--- config.mk ---
export PLATFORM = sky130hd
export DESIGN_NAME = imm_gen_stage
export DESIGN_NICKNAME = d
export VERILOG_FILES = /design/src/rtl/imm_gen_stage.sv
export SDC_FILE = /design/constraint.sdc
export NUM_CORES = 1
export LEC_CHECK = 0
export CORE_MARGIN = 2
export CORE_UTILIZATION = 48
export CTS_CLUSTER_DIAMETER = 30
export DETAILED_ROUTE_END_ITERATION = 8
export PLACE_DENSITY = 0.77
export SETUP_SLACK_MARGIN = 0.2
export SYNTH_ARGS = -nofsm -noshare
export SYNTH_HDL_FRONTEND = slang
export SYNTH_SLANG_ARGS = --single-unit
--- constraint.sdc ---
create_clock -name clk -period 8.7 [get_ports clk]
set_clock_uncertainty 0.05 [all_clocks]
set_input_delay 1.74 -clock clk [delete_from_list [all_inputs] [get_ports clk]]
set_output_delay 1.74 -clock clk [all_outputs]
set_load 0.005 [all_outputs]
--- src/rtl/imm_gen_stage.sv ---
// Registered immediate generator between decode and execute. It extracts and
// sign-extends the immediate and carries the PC, behind a 2-entry skid buffer.
module imm_gen_stage #(
    parameter int XLEN = 32
) (
    input  logic            clk,
    input  logic            rst,
    input  logic            flush,
    input  logic            in_valid,
    output logic            in_ready,
    input  logic [31:0]     in_instr,
    input  logic [2:0]      in_type,
    input  logic [XLEN-1:0] in_pc,
    output logic            out_valid,
    input  logic            out_ready,
    output logic [XLEN-1:0] out_imm,
    output logic            out_illegal,
    output logic [XLEN-1:0] out_pc
);

    if (XLEN != 32 && XLEN != 64) begin : g_xlen_check
        $error("imm_gen_stage: XLEN must be 32 or 64");
    end

    typedef enum logic [2:0] {
        TYPE_R   = 3'b000,
        TYPE_I   = 3'b001,
        TYPE_S   = 3'b010,
        TYPE_B   = 3'b011,
        TYPE_U   = 3'b100,
        TYPE_J   = 3'b101,
        TYPE_Z   = 3'b110,
        TYPE_RSV = 3'b111
    } imm_type_e;

    typedef enum logic [1:0] {
        EMPTY,
        ONE,
        TWO
    } occ_e;

    // Opcode bits never contribute to any immediate.
    logic unused_opcode;
    assign unused_opcode = ^in_instr[6:0];

    logic            sign;
    logic [XLEN-1:0] new_imm;
    logic            new_illegal;

    always_comb begin
        sign        = in_instr[31];
        new_imm     = '0;
        new_illegal = 1'b0;
        case (imm_type_e'(in_type))
            TYPE_R: new_imm = '0;
            TYPE_I: begin
                new_imm       = {XLEN{sign}};
                new_imm[11:0] = in_instr[31:20];
            end
            TYPE_S: begin
                new_imm       = {XLEN{sign}};
                new_imm[11:0] = {in_instr[31:25], in_instr[11:7]};
            end
            TYPE_B: begin
                new_imm       = {XLEN{sign}};
                new_imm[12:0] = {in_instr[31], in_instr[7], in_instr[30:25],
                                 in_instr[11:8], 1'b0};
            end
            TYPE_U: begin
                // Upper word only exists for XLEN=64 and is filled from the sign bit.
                new_imm       = {XLEN{sign}};
                new_imm[31:0] = {in_instr[31:12], 12'b0};
            end
            TYPE_J: begin
                new_imm       = {XLEN{sign}};
                new_imm[20:0] = {in_instr[31], in_instr[19:12], in_instr[20],
                                 in_instr[30:21], 1'b0};
            end
            TYPE_Z: begin
                new_imm      = '0;
                new_imm[4:0] = in_instr[19:15];
            end
            default: begin
                new_imm     = '0;
                new_illegal = 1'b1;
            end
        endcase
    end

    occ_e            state_q, state_d;
    logic            in_ready_q, in_ready_d;
    logic [XLEN-1:0] main_imm_q, main_imm_d;
    logic [XLEN-1:0] main_pc_q, main_pc_d;
    logic            main_ill_q, main_ill_d;
    logic [XLEN-1:0] skid_imm_q, skid_imm_d;
    logic [XLEN-1:0] skid_pc_q, skid_pc_d;
    logic            skid_ill_q, skid_ill_d;
    logic            accept;
    logic            emit;

    assign out_valid   = (state_q != EMPTY);
    assign in_ready    = in_ready_q;
    assign out_imm     = main_imm_q;
    assign out_pc      = main_pc_q;
    assign out_illegal = main_ill_q;

    assign accept = in_valid & in_ready_q;
    assign emit   = out_valid & out_ready;

    always_comb begin
        state_d    = state_q;
        main_imm_d = main_imm_q;
        main_pc_d  = main_pc_q;
        main_ill_d = main_ill_q;
        skid_imm_d = skid_imm_q;
        skid_pc_d  = skid_pc_q;
        skid_ill_d = skid_ill_q;
        if (flush) begin
            state_d = EMPTY;
        end else begin
            case (state_q)
                EMPTY: begin
                    if (accept) begin
                        state_d    = ONE;
                        main_imm_d = new_imm;
                        main_pc_d  = in_pc;
                        main_ill_d = new_illegal;
                    end
                end
                ONE: begin
                    if (accept && !emit) begin
                        state_d    = TWO;
                        skid_imm_d = new_imm;
                        skid_pc_d  = in_pc;
                        skid_ill_d = new_illegal;
                    end else if (accept && emit) begin
                        main_imm_d = new_imm;
                        main_pc_d  = in_pc;
                        main_ill_d = new_illegal;
                    end else if (emit) begin
                        state_d = EMPTY;
                    end
                end
                TWO: begin
                    if (emit) begin
                        state_d    = ONE;
                        main_imm_d = skid_imm_q;
                        main_pc_d  = skid_pc_q;
                        main_ill_d = skid_ill_q;
                    end
                end
                default: state_d = EMPTY;
            endcase
        end
        // Registered ready derived from next occupancy, never from out_ready directly.
        in_ready_d = (state_d != TWO);
    end

    always_ff @(posedge clk or posedge rst) begin
        if (rst) begin
            state_q    <= EMPTY;
            in_ready_q <= 1'b1;
            main_imm_q <= '0;
            main_pc_q  <= '0;
            main_ill_q <= 1'b0;
            skid_imm_q <= '0;
            skid_pc_q  <= '0;
            skid_ill_q <= 1'b0;
        end else begin
            state_q    <= state_d;
            in_ready_q <= in_ready_d;
            main_imm_q <= main_imm_d;
            main_pc_q  <= main_pc_d;
            main_ill_q <= main_ill_d;
            skid_imm_q <= skid_imm_d;
            skid_pc_q  <= skid_pc_d;
            skid_ill_q <= skid_ill_d;
        end
    end

endmodule

==> out/qor_table.md <==
| Result | Value |
|---|---|
| Outcome | finished, final reports clean |
| Clock-pin slew on the worst setup and hold paths | 0.05 ns |
| Wire length of the first global-routing pass | 23100 um |
| Number of max-slew violations in the final report | 0 |
| Largest stage delay, worst path | 0.81 ns |
| Number of enable flip-flop cells after synthesis | 0 |
| Instance area at placement | 7400 um2 |
| Quantity of hold-fixing buffers added after cts | 0 |
| Period utilization | 45.8% |
| Required time reported for the critical path endpoint | 8.95 ns |
| Total core area | 12500 um2 |
| Power Density | 246 nW/um2 |
| Multi-input gate area | 2460 um2 |
| RSZ-0062 raised after global routing | no |
| Arrival time reported for the critical path endpoint | 4.24 ns |
| Max rail drop VDD | 0.168 mV |
| Post-Synth Adder-Cell Area | 0% |
| Ratio of routed vias to standard cells | 5.56 |
| Hpwl dp | 9360 um |
| Nets in the synthesized netlist | 665 |
| Tot GR Track Use | 22.4% |
| End point of the most critical hold path | out_imm[3]$_DFFE_PP0P_ |
| Height of the die | 116 um |
| Crit start category | input port |
| Initial antenna violation count | 0 |
| WL final | 14700 um |
| NumNets Final | 771 |
| Cell type with the largest total area after synthesis | sky130_fd_sc_hd__dfrtp_1 |
| Antenna cell count | 0 |
| Main combinational cell family by area after synthesis | compound AO/OA/AOI/OAI gates |
| Detailed Route Iter0 Violations | 316 |
| Level count of the clock H-tree | 4 |
| Number of buffers inserted during clock tree synthesis | 17 |
| TritonCTS clock tree | built |
| Effective utilization at floorplan | 48.7% |
| Area Growth Syn to Fin | 31.9% |
| Category of the critical setup timing path | input port to register |
| Maximum buffer depth of the clock tree | 2 |
| Synth unique cells | 42 |
| Overall overflow remaining after global route | 0 |
| Total of warnings raised by yosys | 0 |
| Layout cell share with drive strength beyond 1 | 12.6% |
| Share of Yosys cell area claimed by the top area cell type | 54.4% |
| # rows | 41 |
| Area contributors post-synth | sky130_fd_sc_hd__dfrtp_1 54%, sky130_fd_sc_hd__mux2_2 8.3%, sky130_fd_sc_hd__nand2_1 6.8% |
| Commonest register cell after synthesis | sky130_fd_sc_hd__dfrtp_1 |
| Root Driver | sky130_fd_sc_hd__clkbuf_16 |
| Leak pwr | 3.52 nW |
| DRC | 0 |
| Reg2reg path depth | 4 |
| Count of buffer and inverter cells on the critical path | 1 |
| Post-CTS setup-driven buffer insertion count | 0 |
| Multiplexer area fraction after synthesis | 10.2% |
| Worst r2r src | in_ready$_DFF_PP1_ |
| Critical path peak fanout | 24 |
| Area of the mapped netlist | 6070 um2 |
| Basic-gate share of the synthesized area counting and, or, nand and nor cells | 14.9% |
| Number of instances on the worst hold path | 2 |
| Pin count of the biggest net entering global routing | 91 |
| Clock net sink count | 133 |
| Area of all placed cells without fillers | 8010 um2 |
| Number of optimization iterations in the first detailed-route pass | 5 |
| F_max | 0.251 GHz |
| Last weighted congestion value of the routability-driven placer | 0.797 |
| Die Footprint | 13600 um2 |
| Register bit count reported by yosys | 133 |
| Fin cells | 884 |
| Max-cap violations | 0 |
| End-of-flow core utilization | 64.2% |
| Post-synthesis average cell area | 10.2 um2 |
| Least-Margin Pin Slew | 1.16 ns |
| Slowest stage cell on the critical path | sky130_fd_sc_hd__clkdlybuf4s50_1 |
| IO Pins | 139 |
| Endpoints failing setup | 0 |
| Cell-by-cell listing of the critical path | clkdlybuf4s50_1 > and3b_1 > nor2_1 > a221oi_1 > a21o_1 |
| Most common cell after layout, fill and taps aside | sky130_fd_sc_hd__dfrtp_1 |
| Post-Synth XOR/XNOR Area | 0.144% |
| Combined flip-flop and latch cell area | 3330 um2 |
| Resized Gates After CTS | 0 |
| Die Wd | 116 um |
| Clock latency reported for the late side of the worst-skew pair | 0.41 ns |
| Post-synthesis instance total | 593 |
| Area fraction in compound gates after synthesis | 14.9% |
| Post-route antenna net violation count | 0 |
| Worst relative slew slack | 22.8% |
| Slack of the worst reg-to-reg path | 6.18 ns |
| Hold Violations, Final | 0 |
| # port buffers | 131 |
| Routed wire per std cell | 16.6 um |
| Reg-to-reg endpoint | skid_imm_q[22]$_DFFE_PP0P_ |
| Endpoint type of the worst setup path | register |
| Worst min-delay path class | register to register |
| Hold Path Origin | out_imm[3]$_DFFE_PP0P_ |
| Total negative slack | 0 ns |
| Filler cell count in the final layout | 992 |
| Total vias in the final route | 4917 |
| Placed Cells incl. Taps | 852 |
| Most frequent cells in the layout | 132 x sky130_fd_sc_hd__dfrtp_1, 131 x sky130_fd_sc_hd__clkdlybuf4s50_1, 110 x sky130_fd_sc_hd__nand2_1, 47 x sky130_fd_sc_hd__nor2_1 |
| Final critical path time including I/O delays and setup | 3.98 ns |
| Register area share after synthesis | 54.8% |
| Via count of the first global-routing pass | 4726 |
| Dominant delay contributor by cell family on the critical path | simple AND/OR/NAND/NOR gates |
| Asr flop ratio synth | 100% |
==> worst max-delay path by stage <==
stage	startpoint	to	slack, ns	cells after the start
after floorplan	rst	out_illegal$_DFFE_PP0P_	3.36	1
after global placement	in_type[1]	out_imm[26]$_DFFE_PP0P_	4.42	5
after detailed placement	in_type[1]	out_imm[25]$_DFFE_PP0P_	4.31	5
after CTS	in_type[1]	out_imm[25]$_DFFE_PP0P_	4.74	5
after global routing	in_type[1]	out_imm[30]$_DFFE_PP0P_	4.54	5
final	in_type[1]	out_imm[25]$_DFFE_PP0P_	4.72	5
==> area by class of cell <==
class                      instances  area share, %
clock inverter                     9           1.89
timing repair buffer             134           16.7
sequential                       133           41.6
tap                              172           2.69
inverter                          15          0.734
multi-input combinational        398           30.7
clock buffer                      23           5.72
==> Yosys cell counts, types with 2 or more instances <==
library cell and instances:
sky130_fd_sc_hd__mux2_4 4, sky130_fd_sc_hd__nand3_1 9, sky130_fd_sc_hd__nor2b_1 3, sky130_fd_sc_hd__buf_6 5, sky130_fd_sc_hd__nor2_1 47, sky130_fd_sc_hd__inv_1 15
sky130_fd_sc_hd__nand3b_1 7, sky130_fd_sc_hd__and3b_1 3, sky130_fd_sc_hd__o211ai_1 4, sky130_fd_sc_hd__a22o_1 5, sky130_fd_sc_hd__a21oi_1 13, sky130_fd_sc_hd__dfrtp_1 132
sky130_fd_sc_hd__a21o_1 6, sky130_fd_sc_hd__buf_4 2, sky130_fd_sc_hd__a211oi_1 4, sky130_fd_sc_hd__nand2_1 110, sky130_fd_sc_hd__or2_2 2, sky130_fd_sc_hd__nor3b_1 6
sky130_fd_sc_hd__nand2b_1 10, sky130_fd_sc_hd__o21ai_1 2, sky130_fd_sc_hd__o31ai_1 4, sky130_fd_sc_hd__a2bb2oi_1 6, sky130_fd_sc_hd__a221oi_1 6, sky130_fd_sc_hd__mux2i_1 5
sky130_fd_sc_hd__o21ai_0 37, sky130_fd_sc_hd__mux2_2 45, sky130_fd_sc_hd__o22ai_1 4, sky130_fd_sc_hd__a31oi_1 45, sky130_fd_sc_hd__buf_2 23, sky130_fd_sc_hd__clkbuf_1 17
==> tightest hold or removal path: stages (launching register included) <==
cell                      delay [ns]
sky130_fd_sc_hd__dfrtp_1        0.34
sky130_fd_sc_hd__nand2_1        0.04
sky130_fd_sc_hd__o21ai_0        0.06
==> registers in the layout, summed over array words and instances (netlist names) <==
register and count:
out_pc 32, state_q 2, in_ready 1, out_illegal 1
skid_pc_q 32, out_imm 32, skid_imm_q 32, skid_ill_q 1
==> cells by family (layout without fill, tap and decap cells) <==
family	after synthesis	in the layout
AO/OA/AOI/OAI	142	142
XOR/XNOR	1	1
buffers and inverters	62	181
flip-flops	133	133
multiplexers	54	54
AND/OR/NAND/NOR	201	201
==> through the flow <==
| stage | setup WS [ns] | power, mW | hold WS [ns] |
|---|---|---|---|
| after global routing | 4.54 | 2.06 | 0.448 |
| after floorplan | 3.36 | 1.03 | 0.400 |
| after global placement | 4.42 | 1.21 | 0.410 |
| final | 4.72 | 1.97 | 0.429 |
| after detailed placement | 4.31 | 1.24 | 0.421 |
| after CTS | 4.74 | 1.98 | 0.432 |
==> metal layers <==
metal / global-route usage, % / up-vias / wire length [um]
li1: - / 2282 / -
met1: 27.9 / 2422 / 6130
met2: 34.7 / 183 / 6930
met3: 8.61 / 30 / 1270
met4: 10.1 / 0 / 334
met5: 0 / - / 0
==> report_power, final <==
part / switching, mW / internal (mW)
sequential: 0.0738 / 0.764
clock: 0.256 / 0.486
combinational: 0.157 / 0.230
total: 0.486 / 1.48
No activity file was read; power rests on OpenSTA's default activity.
